[src/rtl/cpu_sequencer_if.sv]
// Memory-side handshake for the instruction sequencer.
// The sequencer drives the command and address source, and memory answers with ready.
interface cpu_sequencer_if;
  logic [1:0] mem_cmd;
  logic       addr_sel;
  logic       mem_ready;

  modport master (
    output mem_cmd,
    output addr_sel,
    input  mem_ready
  );

  modport slave (
    input  mem_cmd,
    input  addr_sel,
    output mem_ready
  );
endinterface

[src/rtl/cpu_sequencer.sv]
// Self-fetching Moore sequencer for the Simple RISC Machine datapath.
// Covers fetch, ALU, LDR/STR with wait-state timeout, HALT and a sticky error state.
module cpu_sequencer #(
  parameter int MEM_TIMEOUT = 15,
  parameter bit HALT_EN     = 1'b1
) (
  input  logic                  clk,
  input  logic                  reset,
  input  logic [2:0]            opcode,
  input  logic [1:0]            op,
  cpu_sequencer_if.master       mem,
  output logic [2:0]            nsel,
  output logic [3:0]            vsel,
  output logic                  asel,
  output logic                  bsel,
  output logic                  loada,
  output logic                  loadb,
  output logic                  loadc,
  output logic                  loads,
  output logic                  write,
  output logic                  load_ir,
  output logic                  load_pc,
  output logic                  reset_pc,
  output logic                  load_addr,
  output logic                  halted,
  output logic                  err,
  output logic [1:0]            err_cause,
  output logic [4:0]            state_o
);

  typedef enum logic [4:0] {
    S_RST  = 5'd0,
    S_IF1  = 5'd1,
    S_IF2  = 5'd2,
    S_UPC  = 5'd3,
    S_DEC  = 5'd4,
    S_IMM  = 5'd5,
    S_GETA = 5'd6,
    S_GETB = 5'd7,
    S_EXEC = 5'd8,
    S_WB   = 5'd9,
    S_ADDR = 5'd10,
    S_LDA  = 5'd11,
    S_GETD = 5'd12,
    S_MOVD = 5'd13,
    S_MRD  = 5'd14,
    S_LDWB = 5'd15,
    S_MWR  = 5'd16,
    S_HALT = 5'd17,
    S_ERR  = 5'd18
  } state_t;

  localparam int CW = (MEM_TIMEOUT > 1) ? $clog2(MEM_TIMEOUT) : 1;
  localparam logic [CW-1:0] CNT_LAST = CW'(MEM_TIMEOUT - 1);

  state_t        state;
  state_t        state_nxt;
  logic [1:0]    cause_nxt;
  logic [CW-1:0] cnt;
  logic          in_wait;
  logic          tmo;

  logic is_alu;
  logic is_ldr;
  logic is_cmp;
  logic is_movr;
  logic is_mvn;
  logic is_mem;

  assign is_alu  = (opcode == 3'b101);
  assign is_ldr  = (opcode == 3'b011);
  assign is_cmp  = is_alu && (op == 2'b01);
  assign is_mvn  = is_alu && (op == 2'b11);
  assign is_movr = (opcode == 3'b110) && (op == 2'b00);
  assign is_mem  = ((opcode == 3'b011) || (opcode == 3'b100))
                   && (op == 2'b00);

  assign in_wait = (state == S_IF1) || (state == S_MRD)
                   || (state == S_MWR);
  // The wait is cut off on its last allowed cycle unless ready arrives then.
  assign tmo = in_wait && !mem.mem_ready
               && (MEM_TIMEOUT != 0) && (cnt == CNT_LAST);

  always_ff @(posedge clk) begin
    if (reset) begin
      state     <= S_RST;
      cnt       <= '0;
      err_cause <= 2'b00;
    end else begin
      state <= state_nxt;
      if (in_wait && (state_nxt == state))
        cnt <= cnt + 1'b1;
      else
        cnt <= '0;
      if ((state != S_ERR) && (state_nxt == S_ERR))
        err_cause <= cause_nxt;
    end
  end

  always_comb begin
    state_nxt = state;
    cause_nxt = 2'b00;
    unique case (state)
      S_RST: state_nxt = S_IF1;
      S_IF1: begin
        if (mem.mem_ready) begin
          state_nxt = S_IF2;
        end else if (tmo) begin
          state_nxt = S_ERR;
          cause_nxt = 2'b10;
        end
      end
      S_IF2: state_nxt = S_UPC;
      S_UPC: state_nxt = S_DEC;
      S_DEC: begin
        unique case (1'b1)
          (opcode == 3'b110) && (op == 2'b10):
            state_nxt = S_IMM;
          is_movr, is_mvn:
            state_nxt = S_GETB;
          is_alu && (op != 2'b11), is_mem:
            state_nxt = S_GETA;
          (opcode == 3'b111):
            state_nxt = HALT_EN ? S_HALT : S_IF1;
          default: begin
            state_nxt = S_ERR;
            cause_nxt = 2'b01;
          end
        endcase
      end
      S_IMM:  state_nxt = S_IF1;
      S_GETA: state_nxt = is_alu ? S_GETB : S_ADDR;
      S_GETB: state_nxt = S_EXEC;
      S_EXEC: state_nxt = is_cmp ? S_IF1 : S_WB;
      S_WB:   state_nxt = S_IF1;
      S_ADDR: state_nxt = S_LDA;
      S_LDA:  state_nxt = is_ldr ? S_MRD : S_GETD;
      S_GETD: state_nxt = S_MOVD;
      S_MOVD: state_nxt = S_MWR;
      S_MRD, S_MWR: begin
        if (mem.mem_ready) begin
          state_nxt = (state == S_MRD) ? S_LDWB : S_IF1;
        end else if (tmo) begin
          state_nxt = S_ERR;
          cause_nxt = 2'b10;
        end
      end
      S_LDWB: state_nxt = S_IF1;
      S_HALT: state_nxt = S_HALT;
      S_ERR:  state_nxt = S_ERR;
      default: begin
        state_nxt = S_ERR;
        cause_nxt = 2'b01;
      end
    endcase
  end

  always_comb begin
    nsel         = 3'b000;
    vsel         = 4'b0000;
    asel         = 1'b0;
    bsel         = 1'b0;
    loada        = 1'b0;
    loadb        = 1'b0;
    loadc        = 1'b0;
    loads        = 1'b0;
    write        = 1'b0;
    load_ir      = 1'b0;
    load_pc      = 1'b0;
    reset_pc     = 1'b0;
    load_addr    = 1'b0;
    halted       = 1'b0;
    err          = 1'b0;
    mem.addr_sel = 1'b0;
    mem.mem_cmd  = 2'b00;
    unique case (state)
      S_RST: begin
        reset_pc = 1'b1;
        load_pc  = 1'b1;
      end
      S_IF1: begin
        mem.addr_sel = 1'b1;
        mem.mem_cmd  = 2'b01;
      end
      S_IF2: begin
        mem.addr_sel = 1'b1;
        mem.mem_cmd  = 2'b01;
        load_ir      = 1'b1;
      end
      S_UPC: load_pc = 1'b1;
      S_IMM: begin
        nsel  = 3'b001;
        vsel  = 4'b0010;
        write = 1'b1;
      end
      S_GETA: begin
        nsel  = 3'b001;
        loada = 1'b1;
      end
      S_GETB: begin
        nsel  = 3'b010;
        loadb = 1'b1;
      end
      S_EXEC: begin
        loadc = 1'b1;
        asel  = is_movr || is_mvn;
        loads = is_cmp;
      end
      S_WB: begin
        nsel  = 3'b100;
        vsel  = 4'b1000;
        write = 1'b1;
      end
      S_ADDR: begin
        bsel  = 1'b1;
        loadc = 1'b1;
      end
      S_LDA: load_addr = 1'b1;
      S_GETD: begin
        nsel  = 3'b100;
        loadb = 1'b1;
      end
      S_MOVD: begin
        asel  = 1'b1;
        loadc = 1'b1;
      end
      S_MRD: mem.mem_cmd = 2'b01;
      S_LDWB: begin
        mem.mem_cmd = 2'b01;
        nsel        = 3'b100;
        vsel        = 4'b0001;
        write       = 1'b1;
      end
      S_MWR:  mem.mem_cmd = 2'b10;
      S_HALT: halted = 1'b1;
      S_ERR:  err = 1'b1;
      default: err = 1'b1;
    endcase
  end

  assign state_o = state;

endmodule

[src/flat_wrapper.sv]
// flat-port wrapper written by rule: the top's interface ports become plain ports
module cpu_sequencer_flat 
#(
  parameter int MEM_TIMEOUT = 15,
  parameter bit HALT_EN     = 1'b1
)
  (clk, reset, opcode, op, nsel, vsel, asel, bsel, loada, loadb, loadc, loads, write, load_ir, load_pc, reset_pc, load_addr, halted, err, err_cause, state_o, mem_mem_cmd, mem_addr_sel, mem_mem_ready);
  cpu_sequencer_if mem_i ();
  input  logic clk;
  input  logic reset;
  input  logic [2:0] opcode;
  input  logic [1:0] op;
  output logic [2:0] nsel;
  output logic [3:0] vsel;
  output logic asel;
  output logic bsel;
  output logic loada;
  output logic loadb;
  output logic loadc;
  output logic loads;
  output logic write;
  output logic load_ir;
  output logic load_pc;
  output logic reset_pc;
  output logic load_addr;
  output logic halted;
  output logic err;
  output logic [1:0] err_cause;
  output logic [4:0] state_o;
  output wire logic [$bits(mem_i.mem_cmd)-1:0] mem_mem_cmd;
  output wire logic [$bits(mem_i.addr_sel)-1:0] mem_addr_sel;
  input wire logic [$bits(mem_i.mem_ready)-1:0] mem_mem_ready;
  assign mem_mem_cmd = mem_i.mem_cmd;
  assign mem_addr_sel = mem_i.addr_sel;
  assign mem_i.mem_ready = mem_mem_ready;
  cpu_sequencer #(.MEM_TIMEOUT(MEM_TIMEOUT), .HALT_EN(HALT_EN)) u_core (.clk(clk), .reset(reset), .opcode(opcode), .op(op), .mem(mem_i), .nsel(nsel), .vsel(vsel), .asel(asel), .bsel(bsel), .loada(loada), .loadb(loadb), .loadc(loadc), .loads(loads), .write(write), .load_ir(load_ir), .load_pc(load_pc), .reset_pc(reset_pc), .load_addr(load_addr), .halted(halted), .err(err), .err_cause(err_cause), .state_o(state_o));
endmodule
[config.mk]
export PLATFORM = sky130hd
export DESIGN_NAME = cpu_sequencer_flat
export DESIGN_NICKNAME = d
export VERILOG_FILES = /design/src/rtl/cpu_sequencer_if.sv /design/src/rtl/cpu_sequencer.sv /design/src/flat_wrapper.sv
export SDC_FILE = /design/constraint.sdc
export NUM_CORES = 1
export LEC_CHECK = 0
export ABC_AREA = 1
export CORE_MARGIN = 2
export CORE_UTILIZATION = 50
export DETAILED_ROUTE_END_ITERATION = 10
export GPL_TIMING_DRIVEN = 0
export PLACE_DENSITY = 0.85
export RECOVER_POWER = 50
export SKIP_LAST_GASP = 1
export SLEW_MARGIN = 5
export SYNTH_ARGS = -nofsm -noshare
export SYNTH_HDL_FRONTEND = slang
export SYNTH_SLANG_ARGS = --single-unit
[constraint.sdc]
create_clock -name clk -period 3.25 [get_ports clk]
set_clock_uncertainty 0.1 [all_clocks]
set_input_delay 0.8125 -clock clk [delete_from_list [all_inputs] [get_ports clk]]
set_output_delay 0.8125 -clock clk [all_outputs]
set_load 0.005 [all_outputs]
# Word-level counts from Yosys, hierarchy flattened
# Index checks and enable logic that the tools add are counted.
# W data, S select, Z words.
dict set report word_totals {
  out_inout_bits 30
  register_bits 11
  elab_cells 100
  inputBits 8
}
dict set report op_classes {
  reduce_logical 34
  n_addsub 1
  bitwise 1
  n_eq_ne 31
  n_mux 30
}
# operator count
set op_table {}
lappend op_table {{$pmux W5 S14} 1}
lappend op_table {{$eq A5 B4 Y1 const B} 8}
lappend op_table {{$eq A5 B3 Y1 const B} 4}
lappend op_table {{$eq A5 B5 Y1 const B} 4}
lappend op_table {{$pmux W5 S4} 1}
lappend op_table {{$reduce_or A17 Y1} 1}
lappend op_table {{$reduce_or A2 Y1} 8}
lappend op_table {{$mux W5} 3}
lappend op_table {{$reduce_or A15 Y1} 1}
lappend op_table {{$mux W1} 14}
lappend op_table {{$eq A3 B3 Y1 const B} 4}
lappend op_table {{$mux W4} 3}
lappend op_table {{$pmux W4 S3} 1}
lappend op_table {{$reduce_or A3 Y1} 4}
lappend op_table {{$eq A5 B2 Y1 const B} 2}
lappend op_table {{$logic_and A1 B1 Y1} 10}
lappend op_table {{$pmux W3 S3} 1}
lappend op_table {{$reduce_or A4 Y1} 2}
lappend op_table {{$mux W2} 3}
lappend op_table {{$pmux W2 S3} 1}
lappend op_table {{$reduce_or A6 Y1} 1}
lappend op_table {{$eq A5 B1 Y1 const B} 1}
lappend op_table {{$eq A5 B5 Y1} 1}
lappend op_table {{$logic_not A5 Y1} 1}
lappend op_table {{other kinds (13)} 17}

# Depth between registers and ports, before layout
dict set report logic_depth {
  word_depth 12
  ltp_mapped 14
  mapped_depth_nobuf 14
}

# Least setup slack after synthesis
# OpenSTA, ideal clock, no wires.
dict set report synth_path {
  kind {input port to output port}
  startpoint {input port opcode[2]}
  endpoint {output port asel}
  required_time_ns 2.338
  cell_stages 6
  t_arrival_ns 1.335
  slack_ns 1.002
  n_path_buf 0
  cell_sequence {nand2_1 > nor2_1 > nand2_1 > inv_1 > a31oi_1 > o21ai_0}
}
dict set report synth_between {
  elab_chain_len 4
  word_cells_on_any_way 6
  classes_between {2 x eq/ne; 1 x mux; 3 x reduce/logical}
}
# element line_no
set synth_lines {}
lappend synth_lines {{start, declared} flat_wrapper.sv:11} ;# input logic [2:0] opcode;
lappend synth_lines {{$eq A3 B3 Y1 (on tied branches)} {cpu_sequencer.sv:74, cpu_sequencer.sv:70}}
lappend synth_lines {{$logic_and A1 B1 Y1 (on tied branches)} {cpu_sequencer.sv:74, cpu_sequencer.sv:73}}
lappend synth_lines {{$logic_or A1 B1 Y1 (*)} cpu_sequencer.sv:206} ;# asel = is_movr || is_mvn;
lappend synth_lines {{$pmux W1 S2 (*)} cpu_sequencer.sv:176} ;# unique case (state)
lappend synth_lines {{end, declared} flat_wrapper.sv:15} ;# output logic asel;
# Every way passes the cells marked *; elsewhere a longest branch is shown, timed or not.

# Final worst setup path
dict set report layout_path {
  startpoint {input port op[0]}
  endpoint {output port asel}
}
dict set report layout_between {
  elab_chain_len 4
  word_cells_on_any_way 6
  classes_between {1 x eq/ne; 1 x mux; 4 x reduce/logical}
}
# element line_no
set layout_lines {}
lappend layout_lines {{start, declared} flat_wrapper.sv:12} ;# input logic [1:0] op;
lappend layout_lines {{$eq A2 B2 Y1 or $logic_not A2 Y1 (tied branches)} {cpu_sequencer.sv:73, cpu_sequencer.sv:74}}
lappend layout_lines {{$logic_and A1 B1 Y1 (on tied branches)} {cpu_sequencer.sv:73, cpu_sequencer.sv:74}}
lappend layout_lines {{$logic_or A1 B1 Y1 (*)} cpu_sequencer.sv:206}
lappend layout_lines {{$pmux W1 S2 (*)} cpu_sequencer.sv:176}
# Marked as above.

==> metrics.yaml <==
logic_synthesis:
  synthDistinctLibCells: 29
  syn_inst: 210
  synth_flop_cell: "dfxtp_1"
  synth_area_sq_mm: 0.00121
  synth-edff-count: 0
  ys_seq_elements: 11
  syn_avg_cell_area_sq_um: 5.75
  ys_async_sr_fraction_pct: 0
  ys_seq_area_share_pct: 18.2
  syn-num-nets: 220
  yosysWarnings: 0
min_path:
  hold_end: "u_core.err_cause[0]"
  min-delay-start: "u_core.err_cause[0]"
  holdPathStages: 2
  hp-class: "reg -> reg"
floorplanning:
  io-pin-count: 38
  rows: 17
  die_area_sq_mm: 0.00282
  start_util_pct: 53.6
  die_x_microns: 53.1
  core_area_sq_mm: 0.00225
  die_height_microns: 53.1
worst_setup_path:
  slowest_stage: "dlygate4sd3_1"
  slowest_delay_ns: 0.57
  worst-r2r-setup-slack_ns: 0.94
  crit_path_cell_trace: "dlygate4sd3_1 > nand2_1 > inv_1 > nand2_1 > inv_1 > a31oi_1 > o21ai_0 > dlygate4sd2_1"
  cp_max_fo: 3
  critPathCaptureType: "output pin"
  reg2reg_from: "u_core.state_o[1]"
  crit_cells: 8
  cp.required_ns: 2.34
  criticalPathCategory: "in -> out"
  path_buf_inv: 4
  start_kind: "primary input"
  reg2reg_to: "u_core.cnt[0]"
  reg2reg_depth: 12
  cpLargestDelayFamily: "buffers and inverters"
  crit_arrival_ns: 2.17
clocking:
  cts_hold_buf: 0
  insertion_delay_ns: 0.27
  clk_pin_slew_worst_paths_ns: 0.07
  numCtsBuffers: 3
  clk_path_buf_depth: 2
  htree_levels: 1
  cts_root_buf: "clkbuf_4"
  cts_tree: "yes"
  clkSinkCount: 11
outcome:
  status: "finished, final reports clean"
grt:
  grt.total_usage_pct: 27.6
  grt_max_degree: 11
  grt_pass1_vias: 1315
  gr-total-overflow: 0
  antenna_found_initial: 0
  grt_pass1_wl_mm: 5.65
power:
  power.total_mw: 1.06
  p_leak_nw: 0.887
  power_density_mw_per_mm2: 654
  ir_drop_mv: 0.542
routing:
  drtAntennaViolNets: 0
  drt_iter0_drc: 51
  dr.pass1.iters: 4
  drc: 0
  avgRoutedWirePerCell_microns: 12.5
  routed_via_density: 5.42
  drt-total-wl_mm: 3.47
  via_count: 1512
final_layout:
  finalNonFillerCells: 279
  syn2layout_area_growth_pct: 34.7
  drive_gt1_share_pct: 11.2
  n_antenna_cell: 0
  nNetsFinal: 262
sta:
  min_period_over_period_pct: 94.7
  period_minus_slack_ns: 3.08
  setup_viol: 0
  maxSlewViolCount: 0
  hold_ws_ns: 0.360
  rsz0062_at_grt: "no"
  max_freq_mhz: 325
  finalHoldViolations: 0
flow_run:
  maxCapViolCount: 0
place:
  dp_hpwl_mm: 2.83
  gp_congestion: 0.933
  place.port_buffers: 36
  place_inst: 274
==> kinds of logic after synthesis <==
kind of cell               Yosys count  share of synthesized area [%]
and+or+nand+nor                    135                           55.3
adders and majority gates            2                           2.07
xor gates and xnor gates             2                           1.45
other                                1                          0.311
buffers and inverters               40                           13.4
DFF                                 11                           18.2
AOI/OAI and AO/OA                   19                           9.22
==> worst register-to-register path, stage by stage (launching register included) <==
cell and delay (ns):
dfxtp_1 0.47, inv_2 0.10, nor2_1 0.39, nand3_2 0.23, nand3_4 0.15, nand3_2 0.13, nand2_1 0.08, nand2_1 0.05
nand2_1 0.10, nand2_1 0.06, nand2_1 0.05, nand3_1 0.13, nor3_1 0.20
==> flip-flops by register name (all words and copies together), names as in the netlist <==
register,flops
u_core.state_o,5
u_core.cnt,4
u_core.err_cause,2
==> worst max-delay path by stage <==
stage / startpoint / endpoint / slack [ns]
after floorplan: opcode[2] / asel / 1.00
after global placement: opcode[2] / asel / -0.12
after detailed placement: opcode[2] / asel / -0.17
after CTS: u_core.state_o[2] / err / 0.03
after global routing: u_core.state_o[4] / err / 0.04
final: op[0] / asel / 0.17
==> layout make-up <==
cell class / instances / area [sq um]
plain buffers: 2 / 18.8
clock buffers: 3 / 22.5
clock inverters: 1 / 5.00
fillers: 223 / 628
inverters: 38 / 143
multi-input cells: 159 / 813
flip-flops and latches: 11 / 223
well taps: 28 / 35.0
repair buffers: 37 / 367
==> layer usage <==
layer | GRT usage (%) | part of all wire (%)
met5 | 0 | 0
met4 | 8.12 | 0.95
met3 | 4.80 | 8.1
met2 | 46.0 | 47
met1 | 36.1 | 44
==> metrics by stage <==
stage                     cell area [sq um]  util, %  worst slack, ns  setup TNS, ns
after detailed placement               1600     71.1           -0.174         -0.219
after global placement                 1600     71.1           -0.123         -0.123
after CTS                              1640     72.6           0.0343              0
final                                  1630     72.1            0.171              0
after global routing                   1630     72.1           0.0385              0
after floorplan                        1210        -             1.00              0
==> layout by cell type (no fill, tap or decap), drive strengths merged <==
cell / n
a21oi: 2
a31oi: 3
buf: 3
clkbuf: 3
clkdlybuf4s50: 26
clkinv: 1
conb: 1
dfxtp: 11
dlygate4sd2: 3
dlygate4sd3: 6
dlymetal6s2s: 1
ha: 2
inv: 38
nand2: 54
nand3: 29
nand3b: 1
nand4: 6
nor2: 37
nor2b: 1
nor3: 4
nor3b: 1
nor4: 2
o211ai: 2
o21ai: 11
o311ai: 1
xnor2: 1
xor2: 1
==> cell usage after synthesis (all sizes together), types with 2 or more instances <==
cell type / instances / area share (%)
a21oi: 2 / 0.83
a31oi: 3 / 1.6
buf: 2 / 1.6
dfxtp: 11 / 18
ha: 2 / 2.1
inv: 38 / 12
nand2: 54 / 17
nand3: 29 / 16
nand4: 6 / 3.1
nor2: 37 / 15
nor3: 4 / 1.7
nor4: 2 / 1.0
o211ai: 2 / 1.2
o21ai: 11 / 4.9
==> where the power goes <==
| group | internal, mW | leakage [nW] | switching, mW |
|---|---|---|---|
| combinational | 0.333 | 0.779 | 0.425 |
| sequential | 0.164 | 0.0906 | 0.0456 |
| clock | 0.0457 | 0.0177 | 0.0487 |
==> timing repair <==
action / 4_1_cts / 5_1_grt
pin swaps: 1 / 1
gates resized for setup: 5 / 3
setup endpoints to repair: 3 / 2
buffers inserted: 1 / 0
(Power assumes the default switching activity.)
